==> src/rtl/chargen_uart_gen.sv <==
// Chargen source: pattern generator -> sync FIFO -> UART TX, plus status LEDs; start bit leaves one cycle after pop.
// The generator stalls on FIFO full or pause and never drops a byte. Define UART_PARITY_EN for 8E1/8E2 framing.
module chargen_uart_gen #(
    parameter int FIFO_DEPTH     = 16,
    parameter int UART_CDIV      = 434,
    parameter int BLINK_INTERVAL = 25000000,
    parameter int LINE_LEN       = 72,
    parameter int STOP_BITS      = 1
) (
    input  logic       clk,
    input  logic       rst,
    input  logic [2:0] dip,
    output logic [2:0] led,
    input  logic       uart_rx,
    output logic       uart_tx
);

    localparam int AW   = $clog2(FIFO_DEPTH);
    localparam int IDXW = $clog2(LINE_LEN + 2);
    localparam int DW   = $clog2(UART_CDIV);
    localparam int HBW  = (BLINK_INTERVAL > 1) ? $clog2(BLINK_INTERVAL) : 1;

`ifdef UART_PARITY_EN
    typedef enum logic [2:0] {S_IDLE, S_START, S_DATA, S_PAR, S_STOP} tx_state_t;
`else
    typedef enum logic [2:0] {S_IDLE, S_START, S_DATA, S_STOP} tx_state_t;
`endif

    function automatic logic [6:0] inc95(input logic [6:0] v);
        return (v == 7'd94) ? 7'd0 : v + 7'd1;
    endfunction

    logic w_unused_rx;
    assign w_unused_rx = uart_rx;

    // generator state
    logic [IDXW-1:0] r_idx;
    logic [6:0]      r_off;
    logic [6:0]      r_c0;
    logic [6:0]      r_c1;
    logic [1:0]      r_mode;
    logic [1:0]      w_mode;
    logic            w_push;
    logic [7:0]      w_byte;
    logic [6:0]      w_off_nxt;

    // fifo state
    logic [7:0]      r_mem [FIFO_DEPTH];
    logic [AW-1:0]   r_wp;
    logic [AW-1:0]   r_rp;
    logic [AW:0]     r_cnt;
    logic [AW:0]     w_cnt_nxt;
    logic            r_full;
    logic            r_empty;
    logic [7:0]      w_rd_dat;

    // tx state
    tx_state_t       r_state;
    tx_state_t       w_state_nxt;
    logic [DW-1:0]   r_div;
    logic [DW-1:0]   w_div_nxt;
    logic [2:0]      r_bit;
    logic [2:0]      w_bit_nxt;
    logic [7:0]      r_sh;
    logic [7:0]      w_sh_nxt;
    logic            r_par;
    logic            w_par_nxt;
    logic            w_pop;
    logic            w_bit_end;
    logic            w_tx_nxt;
    logic            r_tx;
    logic            r_busy;

    logic [HBW-1:0]  r_hb_cnt;
    logic            r_hb;

    // Mode is live from the DIPs at line start so an idle line can restart without a push.
    assign w_mode    = (r_idx == '0) ? dip[1:0] : r_mode;
    assign w_push    = !r_full && !dip[2] && (w_mode != 2'd3);
    assign w_off_nxt = inc95(r_off);

    always_comb begin
        w_byte = 8'h55;
        if (r_idx == IDXW'(LINE_LEN)) begin
            w_byte = 8'h0D;
        end else if (r_idx == IDXW'(LINE_LEN + 1)) begin
            w_byte = 8'h0A;
        end else begin
            case (w_mode)
                2'd0:    w_byte = 8'h20 + {1'b0, r_c0};
                2'd1:    w_byte = 8'h20 + {1'b0, r_c1};
                default: w_byte = 8'h55;
            endcase
        end
    end

    always_ff @(posedge clk) begin
        if (rst) begin
            r_idx  <= '0;
            r_off  <= '0;
            r_c0   <= '0;
            r_c1   <= '0;
            r_mode <= '0;
        end else if (w_push) begin
            if (r_idx == '0) begin
                r_mode <= dip[1:0];
            end
            if (r_idx == IDXW'(LINE_LEN + 1)) begin
                r_idx <= '0;
                r_off <= w_off_nxt;
                r_c0  <= w_off_nxt;
            end else begin
                r_idx <= r_idx + IDXW'(1);
                if (r_idx < IDXW'(LINE_LEN)) begin
                    if (w_mode == 2'd0) r_c0 <= inc95(r_c0);
                    if (w_mode == 2'd1) r_c1 <= inc95(r_c1);
                end
            end
        end
    end

    assign w_cnt_nxt = r_cnt + {{AW{1'b0}}, w_push} - {{AW{1'b0}}, w_pop};
    assign w_rd_dat  = r_mem[r_rp];

    always_ff @(posedge clk) begin
        if (w_push) begin
            r_mem[r_wp] <= w_byte;
        end
    end

    always_ff @(posedge clk) begin
        if (rst) begin
            r_wp    <= '0;
            r_rp    <= '0;
            r_cnt   <= '0;
            r_full  <= 1'b0;
            r_empty <= 1'b1;
        end else begin
            if (w_push) r_wp <= r_wp + AW'(1);
            if (w_pop)  r_rp <= r_rp + AW'(1);
            r_cnt   <= w_cnt_nxt;
            r_full  <= (w_cnt_nxt == (AW+1)'(FIFO_DEPTH));
            r_empty <= (w_cnt_nxt == '0);
        end
    end

    assign w_bit_end = (r_div == DW'(UART_CDIV - 1));

    always_comb begin
        w_state_nxt = r_state;
        w_div_nxt   = w_bit_end ? '0 : r_div + DW'(1);
        w_bit_nxt   = r_bit;
        w_sh_nxt    = r_sh;
        w_par_nxt   = r_par;
        w_pop       = 1'b0;
        case (r_state)
            S_IDLE: begin
                w_div_nxt = '0;
                if (!r_empty) begin
                    w_pop       = 1'b1;
                    w_sh_nxt    = w_rd_dat;
                    w_par_nxt   = ^w_rd_dat;
                    w_bit_nxt   = '0;
                    w_state_nxt = S_START;
                end
            end
            S_START: begin
                if (w_bit_end) w_state_nxt = S_DATA;
            end
            S_DATA: begin
                if (w_bit_end) begin
                    w_sh_nxt = {1'b0, r_sh[7:1]};
                    if (r_bit == 3'd7) begin
                        w_bit_nxt   = '0;
`ifdef UART_PARITY_EN
                        w_state_nxt = S_PAR;
`else
                        w_state_nxt = S_STOP;
`endif
                    end else begin
                        w_bit_nxt = r_bit + 3'd1;
                    end
                end
            end
`ifdef UART_PARITY_EN
            S_PAR: begin
                if (w_bit_end) w_state_nxt = S_STOP;
            end
`endif
            S_STOP: begin
                if (w_bit_end) begin
                    if (r_bit == 3'(STOP_BITS - 1)) begin
                        w_state_nxt = S_IDLE;
                        w_bit_nxt   = '0;
                    end else begin
                        w_bit_nxt = r_bit + 3'd1;
                    end
                end
            end
            default: w_state_nxt = S_IDLE;
        endcase

        // Line level is registered from the next state so uart_tx is glitch-free.
        case (w_state_nxt)
            S_START: w_tx_nxt = 1'b0;
            S_DATA:  w_tx_nxt = w_sh_nxt[0];
`ifdef UART_PARITY_EN
            S_PAR:   w_tx_nxt = w_par_nxt;
`endif
            default: w_tx_nxt = 1'b1;
        endcase
    end

    always_ff @(posedge clk) begin
        if (rst) begin
            r_state <= S_IDLE;
            r_div   <= '0;
            r_bit   <= '0;
            r_sh    <= '0;
            r_par   <= 1'b0;
            r_tx    <= 1'b1;
            r_busy  <= 1'b0;
        end else begin
            r_state <= w_state_nxt;
            r_div   <= w_div_nxt;
            r_bit   <= w_bit_nxt;
            r_sh    <= w_sh_nxt;
            r_par   <= w_par_nxt;
            r_tx    <= w_tx_nxt;
            r_busy  <= (w_state_nxt != S_IDLE);
        end
    end

    always_ff @(posedge clk) begin
        if (rst) begin
            r_hb_cnt <= '0;
            r_hb     <= 1'b0;
        end else if (r_hb_cnt == HBW'(BLINK_INTERVAL - 1)) begin
            r_hb_cnt <= '0;
            r_hb     <= ~r_hb;
        end else begin
            r_hb_cnt <= r_hb_cnt + HBW'(1);
        end
    end

    assign led     = {r_busy, r_full, r_hb};
    assign uart_tx = r_tx;

endmodule

==> config.mk <==
export PLATFORM = sky130hd
export DESIGN_NAME = chargen_uart_gen
export DESIGN_NICKNAME = d
export VERILOG_FILES = /design/src/rtl/chargen_uart_gen.sv
export SDC_FILE = /design/constraint.sdc
export NUM_CORES = 1
export LEC_CHECK = 0
export CORE_MARGIN = 4
export CORE_UTILIZATION = 45
export DETAILED_ROUTE_END_ITERATION = 8
export DONT_BUFFER_PORTS = 1
export GPL_TIMING_DRIVEN = 1
export PLACE_DENSITY = 0.69
export SLEW_MARGIN = 20
export SYNTH_ARGS = -nofsm -noshare
export SYNTH_HDL_FRONTEND = slang
export SYNTH_SLANG_ARGS = --single-unit
export TNS_END_PERCENT = 30
==> constraint.sdc <==
create_clock -name clk -period 7.8 [get_ports clk]
set_input_delay 0.78 -clock clk [delete_from_list [all_inputs] [get_ports clk]]
set_output_delay 0.78 -clock clk [all_outputs]
set_load 0.05 [all_outputs]
==> results.toml, run 1 <==
[sta]
timing.clock.skew_ns = 0.0263
worst_hold_slack_ns = 0.320
timing.final.crit_period_ns = 3.50
report.final.slew_viol_count = 0
final-setup-viol-count = 0
report.final.hold_viol_count = 0
finalSetupTns_ns = 0
worst_slew_margin_rel = 0.372
postLayoutSetupSlackWorst_ns = 4.30
timing.final.crit_share = 0.448
fmax_mhz = 286
tightestPinTransition_ns = 0.937
rsz0062_at_grt = "no"

[cells_and_area]
layout.filler_cells = 1828
flow.area_growth_from_synthesis_pct = 10.9
diodes = 0
drive_above_1_share = 0.128
nets = 859
finish.instance_area_um2 = 11200

[cts]
cts_setup_buffers = 0
tritoncts_num_sinks = 228
cts_tree = "done"
clk-insertion-delay-late_ns = 0.53
ctsRootBufferMaster = "clkbuf_16"
htree_levels = 1
cts_resized = 0
cts_hold_repair.buffers = 0
cts_made_buffers = 24
path_clk_slew_ns = 0.06
buffer_levels_on_the_longest_clock_path = 3

[critical_path]
ff2ff_path_depth = 12
worst_setup_path_start_kind = "flop"
setup_slack_on_the_worst_flop_to_flop_path_ns = 4.30
critical_path.max_stage_delay_ns = 0.61
timing.critical_path.fanout_max = 10
critical_path_arrival_ns = 3.90
crit_path_cell_trace = "inv_1 > ha_1 > or4b_1 > o31ai_4 > nor2_2 > ha_1 > fa_1 > a21o_1 > a21oi_1 > xnor2_1 > nor2_1 > and2_1"
cp_buf_inv_count = 1
cp_common_cell = "ha_1"
timing.critical_path.slowest_stage_cell = "or4b_1"
worstReg2RegEnd = "r_full"
startpoint = "r_idx[0]"
path_delay_family = "simple AND/OR/NAND/NOR gates"
crit_path_end_kind = "flop"
worstPathRequired_ns = 8.20
timing.rr.start = "r_idx[0]"
timing.setup.critical_path_class = "flop to flop"

[pwr]
power.density_nw_per_um2 = 269
power_leakage_uw = 0.00366
peakVddDrop_mv = 0.166
post-layout-total-power_uw = 3020

[global_route]
via_count_of_the_first_global_routing_pass = 6090
first_pass_grt_wire_length_um = 32100
grt_overflow = 0
global_route.usage.total = 0.158
grt_antenna_before_repair = 0
grt_max_degree = 67

[placed_design]
place_hpwl_um = 12400
gp_congestion = 0.872
io_buffer_count = 0
post_dp_cell_area_um2 = 10400
placement.setup.worst_slack_ns = 4.35

[min_path]
holdCritPathClass = "input pin to flop"
timing.hold.worst.start = "rst"
whs_endpoint = "r_c1[0]"
hold_depth = 1

[yosys]
synth_cells = 827
synth_enable_flop_cells = 128
synthDistinctLibCells = 75
yosys_most_used_dff = "edfxtp_1"
yosys_warnings = 0
synth_area_per_cell_um2 = 12.3
synth_area_leader_cell = "edfxtp_1"
seq_area_frac_synth = 0.577
share_of_synthesized_flip_flops_with_an_asynchronous_set_or_reset = 0
ys_ff_latch = 228
synth_most_common_cell = "edfxtp_1"
synth_largest_type_area_fraction = 0.379
mappedNetlistNets = 860
post_synth_main_area_contributors = "edfxtp_1 (38%), dfxtp_1 (20%), mux4_2 (8.2%)"
synthesis.area_um2 = 10100
synth_commonest_cells = "edfxtp_1 (128), dfxtp_1 (100), nor2_1 (99), nand2_1 (48), mux4_2 (37)"

[routing]
detailedRoute.firstIterationViolations = 600
vias = 6317
postRouteWirelength_um = 19200
vias_per_cell = 5.62
ant_nets = 0
routedWlPerCell_um = 17.1
post-route-drc-count = 0
first_pass_iters = 5

[floorplan]
die_width_um = 158
boundaryPins = 10
die_h_um = 158
coreArea_um2 = 22000
floorplan.rows = 54
fp.dieArea_um2 = 25000
initial_core_util = 0.462

[outcome]
result_of_the_run = "finished clean"

[run]
drv.max_cap_violation_count = 0
## report_power, final
part | leakage (uW) | switching [uW] | internal [uW]
clock network | 0.000402 | 457 | 695
logic | 0.00126 | 258 | 197
registers | 0.00200 | 49.2 | 1360
## cell families (layout without fill, tap and decap cells)
logic type	count (synthesis)	count (layout)	synth area share
fa+ha+maj	27	27	0.0341
compound gates	111	111	0.0749
buf+inv	67	84	0.0268
xor+xnor	50	50	0.0432
other cells	1	1	0.000370
simple gates	292	292	0.148
mux	51	51	0.0964
flops	228	228	0.577
## worst max path at each step
stage	endpoint	slack (ns)	cells past startpoint
floorplan	r_full	4.74	13
global placement	r_full	4.40	12
detailed placement	r_full	4.35	12
CTS	r_full	4.32	12
global route	r_full	4.09	12
finish	r_full	4.30	12
## placed cells by master (no fill, tap or decap), types with 11 or more instances in the layout
| cell type | n |
|---|---|
| edfxtp_1 | 128 |
| nor2_1 | 99 |
| dfxtp_1 | 99 |
| nand2_1 | 48 |
| mux4_2 | 37 |
| nand3_1 | 35 |
| a21oi_1 | 33 |
| inv_1 | 31 |
| xnor2_1 | 31 |
| ha_1 | 26 |
| clkbuf_16 | 25 |
| nor3_1 | 21 |
| xor2_1 | 19 |
| o21ai_0 | 14 |
| mux2i_1 | 11 |
## layer usage
| layer | track usage | routed length (um) | vias up |
|---|---|---|---|
| met3 | 0.0232 | 913 | 34 |
| li1 | - | - | 3073 |
| met5 | 0 | 0 | - |
| met2 | 0.245 | 8740 | 149 |
| met1 | 0.233 | 9010 | 3061 |
| met4 | 0.0443 | 501 | 0 |
## state kept, by name, summed over array words and instances (netlist names), 2 cells and up, named ones only
name and cells:
r_cnt 5, r_wp 4, r_c1 7, r_off 7
r_div 9, r_mem 128, r_hb_cnt 25, r_c0 7
r_sh 8, r_idx 7, r_rp 4, r_mode 2
r_bit 3, r_state 3
## cell type report
cell class | count | area [um2] | share of cell area
Multi-Input combinational cell | 532 | 4040 | 0.360
Tap cell | 280 | 350 | 0.0312
Timing Repair Buffer | 9 | 67.6 | 0.00601
Inverter | 31 | 116 | 0.0104
Sequential cell | 228 | 5850 | 0.520
Clock buffer | 40 | 756 | 0.0672
Clock inverter | 4 | 62.6 | 0.00557
## stage by stage
stage          instances  utilization
3_3_place_gp        1080        0.474
3_5_place_dp        1080        0.474
2_1_floorplan        827            -
5_1_grt             1124        0.512
6_report            1124        0.512
4_1_cts             1124        0.511
(Power assumes the default switching activity.)
==> run 2: changes to the inputs <==
Clock period 7.8 ns to 3.4 ns, I/O delays scaled along.
==> run 2 against run 1 <==
Sequential share of layout area shrank 0.42 points. Clock skew shrank 0.011 ns. Fmax grew 13%. Register-to-register slack lost 4.0 ns. Final cell count grew 1.5%. Total power grew 130%. Critical path depth is the same. Sequential power grew 130%. Worst setup slack lost 4.0 ns. Worst hold slack lost 0.30 ns. Die area is the same. Critical path type unchanged.
==> results.toml, run 2 (synthesized netlist as in run 1, its figures left out) <==
[cells_and_area]
final_common_cell = "edfxtp_1"
reg_top3 = "r_mem: 128 flops, r_hb_cnt: 25 flops, r_div: 9 flops"
nets = 876
diodes = 0
largest_register_ff_count = 128
mostFrequentLayoutCells = "edfxtp_1 (128), dfxtp_1 (99), nor2_1 (98), nand2_1 (48), mux4_2 (37)"
regMostFlops = "r_mem"
drive_above_1_share = 0.141
layout.filler_cells = 1849
flow.area_growth_from_synthesis_pct = 11.8

[routing]
detailedRoute.firstIterationViolations = 552
vias_per_cell = 5.60
postRouteWirelength_um = 20500
post-route-drc-count = 0
ant_nets = 0
routedWlPerCell_um = 18.0
first_pass_iters = 5
vias = 6395

[cts]
htree_levels = 1
cts_setup_buffers = 0
cts_made_buffers = 24
tritoncts_num_sinks = 228
buffer_levels_on_the_longest_clock_path = 3
ctsRootBufferMaster = "clkbuf_16"
path_clk_slew_ns = 0.06
cts_tree = "done"
clk-insertion-delay-late_ns = 0.52

[floorplan]
die_h_um = 158
die_width_um = 158
floorplan.rows = 54
fp.dieArea_um2 = 25000
coreArea_um2 = 22000
initial_core_util = 0.462
boundaryPins = 10

[run]
drv.max_cap_violation_count = 0

[min_path]
holdCritPathClass = "input pin to flop"

[sta]
timing.final.crit_period_ns = 3.09
rsz0062_at_grt = "no"
tightestPinTransition_ns = 1.09
report.final.hold_viol_count = 0
fmax_mhz = 323
worst_hold_slack_ns = 0.0244
worst_slew_margin_rel = 0.274
timing.final.crit_share = 0.909
final-setup-viol-count = 0
report.final.slew_viol_count = 0
timing.clock.skew_ns = 0.0149
finalSetupTns_ns = 0

[critical_path]
critical_path_arrival_ns = 3.49
worst_setup_path_start_kind = "flop"
crit_path_end_kind = "flop"
timing.setup.critical_path_class = "flop to flop"
timing.critical_path.fanout_max = 6
worstPathRequired_ns = 3.80

[pwr]
peakVddDrop_mv = 0.354
power_leakage_uw = 0.00373
post-layout-total-power_uw = 6910
power.density_nw_per_um2 = 610

[placed_design]
place_hpwl_um = 13000
io_buffer_count = 0
gp_congestion = 0.813

[global_route]
grt_max_degree = 61
grt_antenna_before_repair = 0
global_route.usage.total = 0.167
grt_overflow = 0
via_count_of_the_first_global_routing_pass = 6451
first_pass_grt_wire_length_um = 33600

[outcome]
result_of_the_run = "finished clean"
run 2: area by class of cell:
cell class	count	area, um2	area share
clock buffer	32	651	0.0574
clock inverter	12	123	0.0108
inverter	31	116	0.0103
multi-input combinational	532	4030	0.356
sequential	228	5850	0.516
tap	280	350	0.0309
timing repair buffer	26	215	0.0190
run 2: where the power goes:
group,switching [uW],internal (uW)
Clock,1060,1500
Combinational,613,490
Sequential,121,3130
Total,1790,5120
run 2: through the flow:
step | util | cells | setup WS [ns] | instance area [um2]
2_1_floorplan | - | 827 | 0.342 | 10100
3_3_place_gp | 0.479 | 1096 | 0.380 | 10500
3_5_place_dp | 0.479 | 1096 | 0.364 | 10500
4_1_cts | 0.516 | 1141 | 0.304 | 11300
5_1_grt | 0.516 | 1141 | 0.0669 | 11300
6_report | 0.516 | 1141 | 0.308 | 11300
run 2: repair_timing:
action / CTS / global route
hold buffers: 1 / 0
gates resized for setup: 0 / 0
endpoints found under the hold margin: 63 / 0
endpoints found under the setup margin: 0 / 0
run 2: path summary, 6_finish.rpt:
| path | start | to | slack [ns] | cells past startpoint |
|---|---|---|---|---|
| max | r_idx[0] | r_full | 0.31 | 12 |
| min | rst | uart_tx | 0.02 | 2 |
| max reg2reg | r_idx[0] | r_full | 0.31 | 12 |
| min reg2reg | r_hb_cnt[0] | r_hb_cnt[0] | 0.45 | 1 |
run 2: metal layers:
layer / track usage / vias up / routed length, um
met3: 0.0249 / 45 / 781
met4: 0.0593 / 0 / 691
met2: 0.269 / 148 / 9650
met5: 0 / - / 0
li1: - / 3103 / -
met1: 0.233 / 3099 / 9370
run 2: critical path: stages (launching register included):
cell and delay (ns):
dfxtp_1 0.34, inv_1 0.08, ha_1 0.17, or4b_1 0.63, o31ai_4 0.30, nor2_2 0.07, ha_1 0.24, fa_1 0.42
a21o_1 0.18, a21oi_1 0.18, xnor2_1 0.16, nor2_1 0.07, and2_1 0.14
